**config.mk**
```make
export PLATFORM = sky130hd
export DESIGN_NAME = serial_mag_cmp_ctrl
export DESIGN_NICKNAME = d
export VERILOG_FILES = /design/src/rtl/serial_mag_cmp_ctrl.sv
export SDC_FILE = /design/constraint.sdc
export NUM_CORES = 1
export LEC_CHECK = 0
export CAP_MARGIN = 5
export CELL_PAD_IN_SITES_DETAIL_PLACEMENT = 0
export CELL_PAD_IN_SITES_GLOBAL_PLACEMENT = 1
export CORE_AREA = 4 4 60 62
export CTS_BUF_LIST = sky130_fd_sc_hd__clkbuf_16
export DETAILED_ROUTE_END_ITERATION = 12
export DIE_AREA = 0 0 64 66
export GPL_TIMING_DRIVEN = 0
export PLACE_DENSITY_LB_ADDON = 0.1
export RECOVER_POWER = 25
export SETUP_SLACK_MARGIN = 0.05
export SLEW_MARGIN = 40
export SYNTH_ARGS = -nofsm -noshare
export SYNTH_HDL_FRONTEND = slang
export SYNTH_SLANG_ARGS = --single-unit
```
**constraint.sdc**
```tcl
create_clock -name clk -period 1.4 [get_ports clk]
set_input_delay 0.14 -clock clk [delete_from_list [all_inputs] [get_ports clk]]
set_output_delay 0.14 -clock clk [all_outputs]
set_load 0.005 [all_outputs]
```
**src/rtl/serial_mag_cmp_ctrl.sv**
```systemverilog
// serial_mag_cmp_ctrl: low-area unsigned magnitude comparator.
// Steps a 2-bit greater-than/equal slice over the latched operands, MSB
// first, one slice per clock, and returns a one-hot agtb/aeqb/altb result
// with a single-cycle done pulse.
//
// WIDTH must be even and at least 2; the slice count is WIDTH/2.
//
// Build option:
//   SERIAL_CMP_EARLY_EXIT_EN - when defined, the first unequal slice ends
//   the compare. When undefined, every compare takes WIDTH/2 RUN cycles.
//   The results are the same in both builds; only the latency differs.
module serial_mag_cmp_ctrl #(
  parameter int WIDTH = 8
) (
  input  logic             clk,
  input  logic             reset,
  input  logic             start,
  input  logic [WIDTH-1:0] a,
  input  logic [WIDTH-1:0] b,
  output logic             busy,
  output logic             done,
  output logic             agtb,
  output logic             aeqb,
  output logic             altb
);

  localparam int K  = WIDTH / 2;
  localparam int CW = (K > 1) ? $clog2(K) : 1;

  typedef enum logic [1:0] {
    IDLE = 2'd0,
    RUN  = 2'd1,
    DONE = 2'd2
  } state_t;

  state_t           state;
  state_t           state_nxt;
  logic [WIDTH-1:0] sh_a;
  logic [WIDTH-1:0] sh_b;
  logic [CW-1:0]    cnt;
  logic             decided;

  logic [1:0]       sa;
  logic [1:0]       sb;
  logic             slice_gt;
  logic             slice_eq;
  logic             slice_lt;
  logic             accept;
  logic             last_slice;
  logic             leave_run;

  // Current slice is always the top two bits of the shift registers.
  assign sa = sh_a[WIDTH-1 -: 2];
  assign sb = sh_b[WIDTH-1 -: 2];

  assign slice_gt = (sa[0] & ~sb[1] & ~sb[0]) |
                    (sa[1] & ~sb[1]) |
                    (sa[1] & sa[0] & ~sb[0]);
  assign slice_eq = (sa == sb);
  assign slice_lt = ~slice_gt & ~slice_eq;

  // A start is honoured whenever no compare is in flight, including the DONE
  // cycle, so back-to-back compares need no idle gap.
  assign accept     = start && (state != RUN);
  assign last_slice = (cnt == '0);

`ifdef SERIAL_CMP_EARLY_EXIT_EN
  // The first differing slice settles the answer, so stop right there.
  assign leave_run = last_slice || (!decided && !slice_eq);
`else
  // Constant latency: always walk every slice.
  assign leave_run = last_slice;
`endif

  assign busy = (state == RUN);
  assign done = (state == DONE);

  // State register.
  always_ff @(posedge clk) begin
    if (reset) begin
      state <= IDLE;
    end else begin
      state <= state_nxt;
    end
  end

  // Next-state decode.
  always_comb begin
    // NOTE: give every combinational output a default before any branch so
    // that no path leaves it unassigned and a latch gets inferred.
    state_nxt = state;
    unique case (state)
      IDLE:    if (start) state_nxt = RUN;
      RUN:     if (leave_run) state_nxt = DONE;
      DONE:    state_nxt = start ? RUN : IDLE;
      default: state_nxt = IDLE;
    endcase
  end

  // Operand shifting, slice counting and result capture.
  always_ff @(posedge clk) begin
    // NOTE: every register here is updated with <= so all of them see the
    // values from before this edge, regardless of statement order.
    if (reset) begin
      sh_a    <= '0;
      sh_b    <= '0;
      cnt     <= '0;
      decided <= 1'b0;
      agtb    <= 1'b0;
      aeqb    <= 1'b0;
      altb    <= 1'b0;
    end else if (accept) begin
      sh_a    <= a;
      sh_b    <= b;
      cnt     <= CW'(K - 1);
      decided <= 1'b0;
      agtb    <= 1'b0;
      aeqb    <= 1'b0;
      altb    <= 1'b0;
    end else if (state == RUN) begin
      sh_a <= sh_a << 2;
      sh_b <= sh_b << 2;
      cnt  <= cnt - CW'(1);
      // Only the most significant difference decides; later slices are
      // ignored once decided is set.
      if (!decided && !slice_eq) begin
        agtb    <= slice_gt;
        altb    <= slice_lt;
        decided <= 1'b1;
      end
      // Equal only if the final slice matches and nothing differed before.
      if (leave_run && !decided && slice_eq) begin
        aeqb <= 1'b1;
      end
    end
  end

endmodule

```
==> flow_summary.ini <==
[timing]
post-route-worst-setup-slack_ns = 0.162
timing.final.hold_violations = 0
grt_setup_unrepaired = no
final_setup_violation_count = 0
maxSlewViolCount = 0
timing.clock.skew_ns = 0.00259
worstMarginPinSlew_ns = 0.519
max_freq_mhz = 808
fin_crit_sh_pct = 88.4
final.min_clock_period_ns = 1.24
slew-limit-headroom_pct = 65.4

[critical_path]
rr_worst_depth = 5
worst_setup_path_end_kind = register
worst_ep_arrival_time_ns = 1.43
worstReg2RegStart = sh_b[7]
critical_path.max_fanout = 5
wp_data_required_ns = 1.59
worst-r2r-setup-slack_ns = 0.16
reg2reg_to = agtb
timing.setup.critical_path_class = register to register
worst_setup_path_start_kind = register

[synthesis]
synth_edf_count = 0
seq_area_frac_synth_pct = 45.1
postSynthRegisterBits = 24
ys_warn_count = 0
postSynth.asyncResetShare_pct = 0
synth_area_per_cell_sq_um = 9.68
synth_nets = 131
synth.distinct_cells = 26
synth_top_flop_cell = dfxtp_1
postSynthCellCount = 110
post_synth_instance_area_sq_um = 1060

[worst_hold_path]
hold_depth = 2
hold_path_class = register to register
min-delay-start = altb
hold_end = altb

[final_layout]
fin_util_pct = 47.9
n_antenna_cell = 0
finish.instance_area_sq_um = 1450
number_of_nets_in_the_finished_design = 159
drive_gt1_share_pct = 10.9
area_delta_synth_final_pct = 36.1

[drt]
number_of_antenna_violating_nets_in_the_routed_design = 0
drt_pass1_iterations = 4
via_per_instance_ratio = 4.68
drt-initial-drc-count = 23
remaining_drc_errors = 0
routed_wirelength_um = 2280
wl_per_cell_um = 12.6
num_vias = 847

[power_and_ir_drop]
p_clk_share_pct = 36.4
finalPower_uw = 1710
comb_power_share_pct = 18.1
internal_power_uw = 1290
net_switching_uw = 426
sequentialPowerShare_pct = 45.6
swShare_pct = 24.9
power.leakage_uw = 0.000584
power_per_cell_area_nw_per_um2 = 1180
vdd_drop_max_mv = 0.565

[floorplan]
floorplan.initialDensity_pct = 35.2
ios = 24
chipHeight_um = 66
placeableCoreArea_sq_um = 3030
die_area_sq_um = 4220
site_row_count = 20
fp.dieW_um = 64

[global_routing]
grt_start_max_net_pins = 14
antenna_violations_before_repair = 0
grt_first_pass_wirelength_um = 4170
first_global_vias = 932
globalRoute.totalOverflow = 0
groute.usage.overall_pct = 12.5

[clocking]
cts-htree-levels = 1
cts.reportedPaths.clkPinSlew_ns = 0.06
clock_insertion_delay_worst_skew_ns = 0.26
cts-buffers-inserted = 3
clk_path_buf_depth = 2
tritoncts = done
cts_root_buffer = clkbuf_16
cts_hold_repair.buffers = 0
post-cts-setup-buffers = 0
cts_sinks = 24

[place]
placedInstanceArea_sq_um = 1350
globalplace.congestion = 0.681
pre_cts_slack_ns = -0.0131
port_buffers = 23
dpl.hpwl_um = 1700

[outcome]
run_status = finished clean

[flow_run]
max_cap_viol_count = 0
critical path, cell delays in order, from the launching register on:
cell and delay (ns):
dfxtp_1 0.36, inv_1 0.09, ha_4 0.23, a211oi_4 0.30, o21ai_1 0.09, a21oi_1 0.10
layout make-up:
type	count	area [sq um]
Buffer	7	50.0
Clock buffer	3	75.1
Clock inverter	1	3.75
Fill cell	299	1580
Inverter	6	27.5
Multi-Input combinational cell	73	531
Sequential cell	24	482
Tap cell	44	55.1
Timing Repair Buffer	23	225
power by group through the flow:
stage          Combinational (uW)  Sequential (uW)  Clock (uW)
3_3_place_gp                  297              791           0
3_5_place_dp                  301              793           0
6_report                      310              781         623
4_1_cts                       308              780         635
5_1_grt                       352              788         668
2_1_floorplan                 195              784           0
worst max path at each step:
stage	start	to	slack, ns
after detailed placement	start	sh_b[4]	-0.01
after floorplan	sh_b[7]	agtb	0.23
after CTS	state[1]	done	0.05
after global routing	sh_b[7]	agtb	0.08
final	sh_b[7]	agtb	0.16
after global placement	state[1]	busy	-0.006
registers in the layout, summed over array words and instances (netlist names):
signal / flops
sh_a: 8
sh_b: 8
cnt: 2
state: 2
aeqb: 1
agtb: 1
altb: 1
decided: 1
routing by layer:
| metal | track usage [%] | up-vias | wire (um) | part of all wire [%] |
|---|---|---|---|---|
| li1 | - | 439 | - | - |
| met1 | 15.4 | 388 | 1110 | 49 |
| met2 | 20.9 | 16 | 1030 | 45 |
| met3 | 3.57 | 4 | 102 | 4.5 |
| met4 | 4.04 | 0 | 31 | 1.4 |
| met5 | 0 | - | 0 | 0 |
cell usage in the layout, fill, tap and decap left out, drive strengths merged, types with 2 or more instances in the layout:
cell type / n
dfxtp: 24
clkdlybuf4s50: 20
nor2: 17
mux2i: 16
a211oi: 15
nor3: 7
inv: 6
clkbuf: 6
buf: 5
nand2: 3
a21oi: 3
nand2b: 2
o21ai: 2
ha: 2
what timing repair did:
| action | CTS | global route |
|---|---|---|
| pin swaps | 0 | 1 |
| gates resized for setup | 6 | 3 |
| endpoints found under the setup margin | 1 | 4 |
cell families after synthesis:
| kind of cell | after synthesis | synth area share [%] |
|---|---|---|
| XOR/XNOR | 1 | 0.823 |
| flip-flops | 24 | 45.1 |
| AO/OA/AOI/OAI | 23 | 17.2 |
| buffers and inverters | 13 | 6.70 |
| AND/OR/NAND/NOR | 31 | 12.8 |
| adder cells (fa/ha/maj) | 2 | 2.35 |
| multiplexers | 16 | 15.0 |
stage by stage:
stage	std cells	setup TNS [ns]	hold slack, ns
after global placement	177	-0.00615	0.444
after CTS	181	0	0.462
after detailed placement	177	-0.0301	0.454
final	181	0	0.461
after floorplan	110	0	0.282
after global routing	181	0	0.489
Yosys cell counts, types with 2 or more instances:
master    instances  share of area, %
dfxtp_1          24                45
nor2_1           17               6.0
mux2i_1          16                15
a211oi_1         14               9.9
nor3_1            7               3.3
inv_1             5               1.8
buf_4             3               2.1
nand2_1           3               1.1
a21oi_1           2              0.94
clkbuf_1          2              0.71
ha_1              2               2.3
Note: power is estimated with default switching activity, not from simulation.
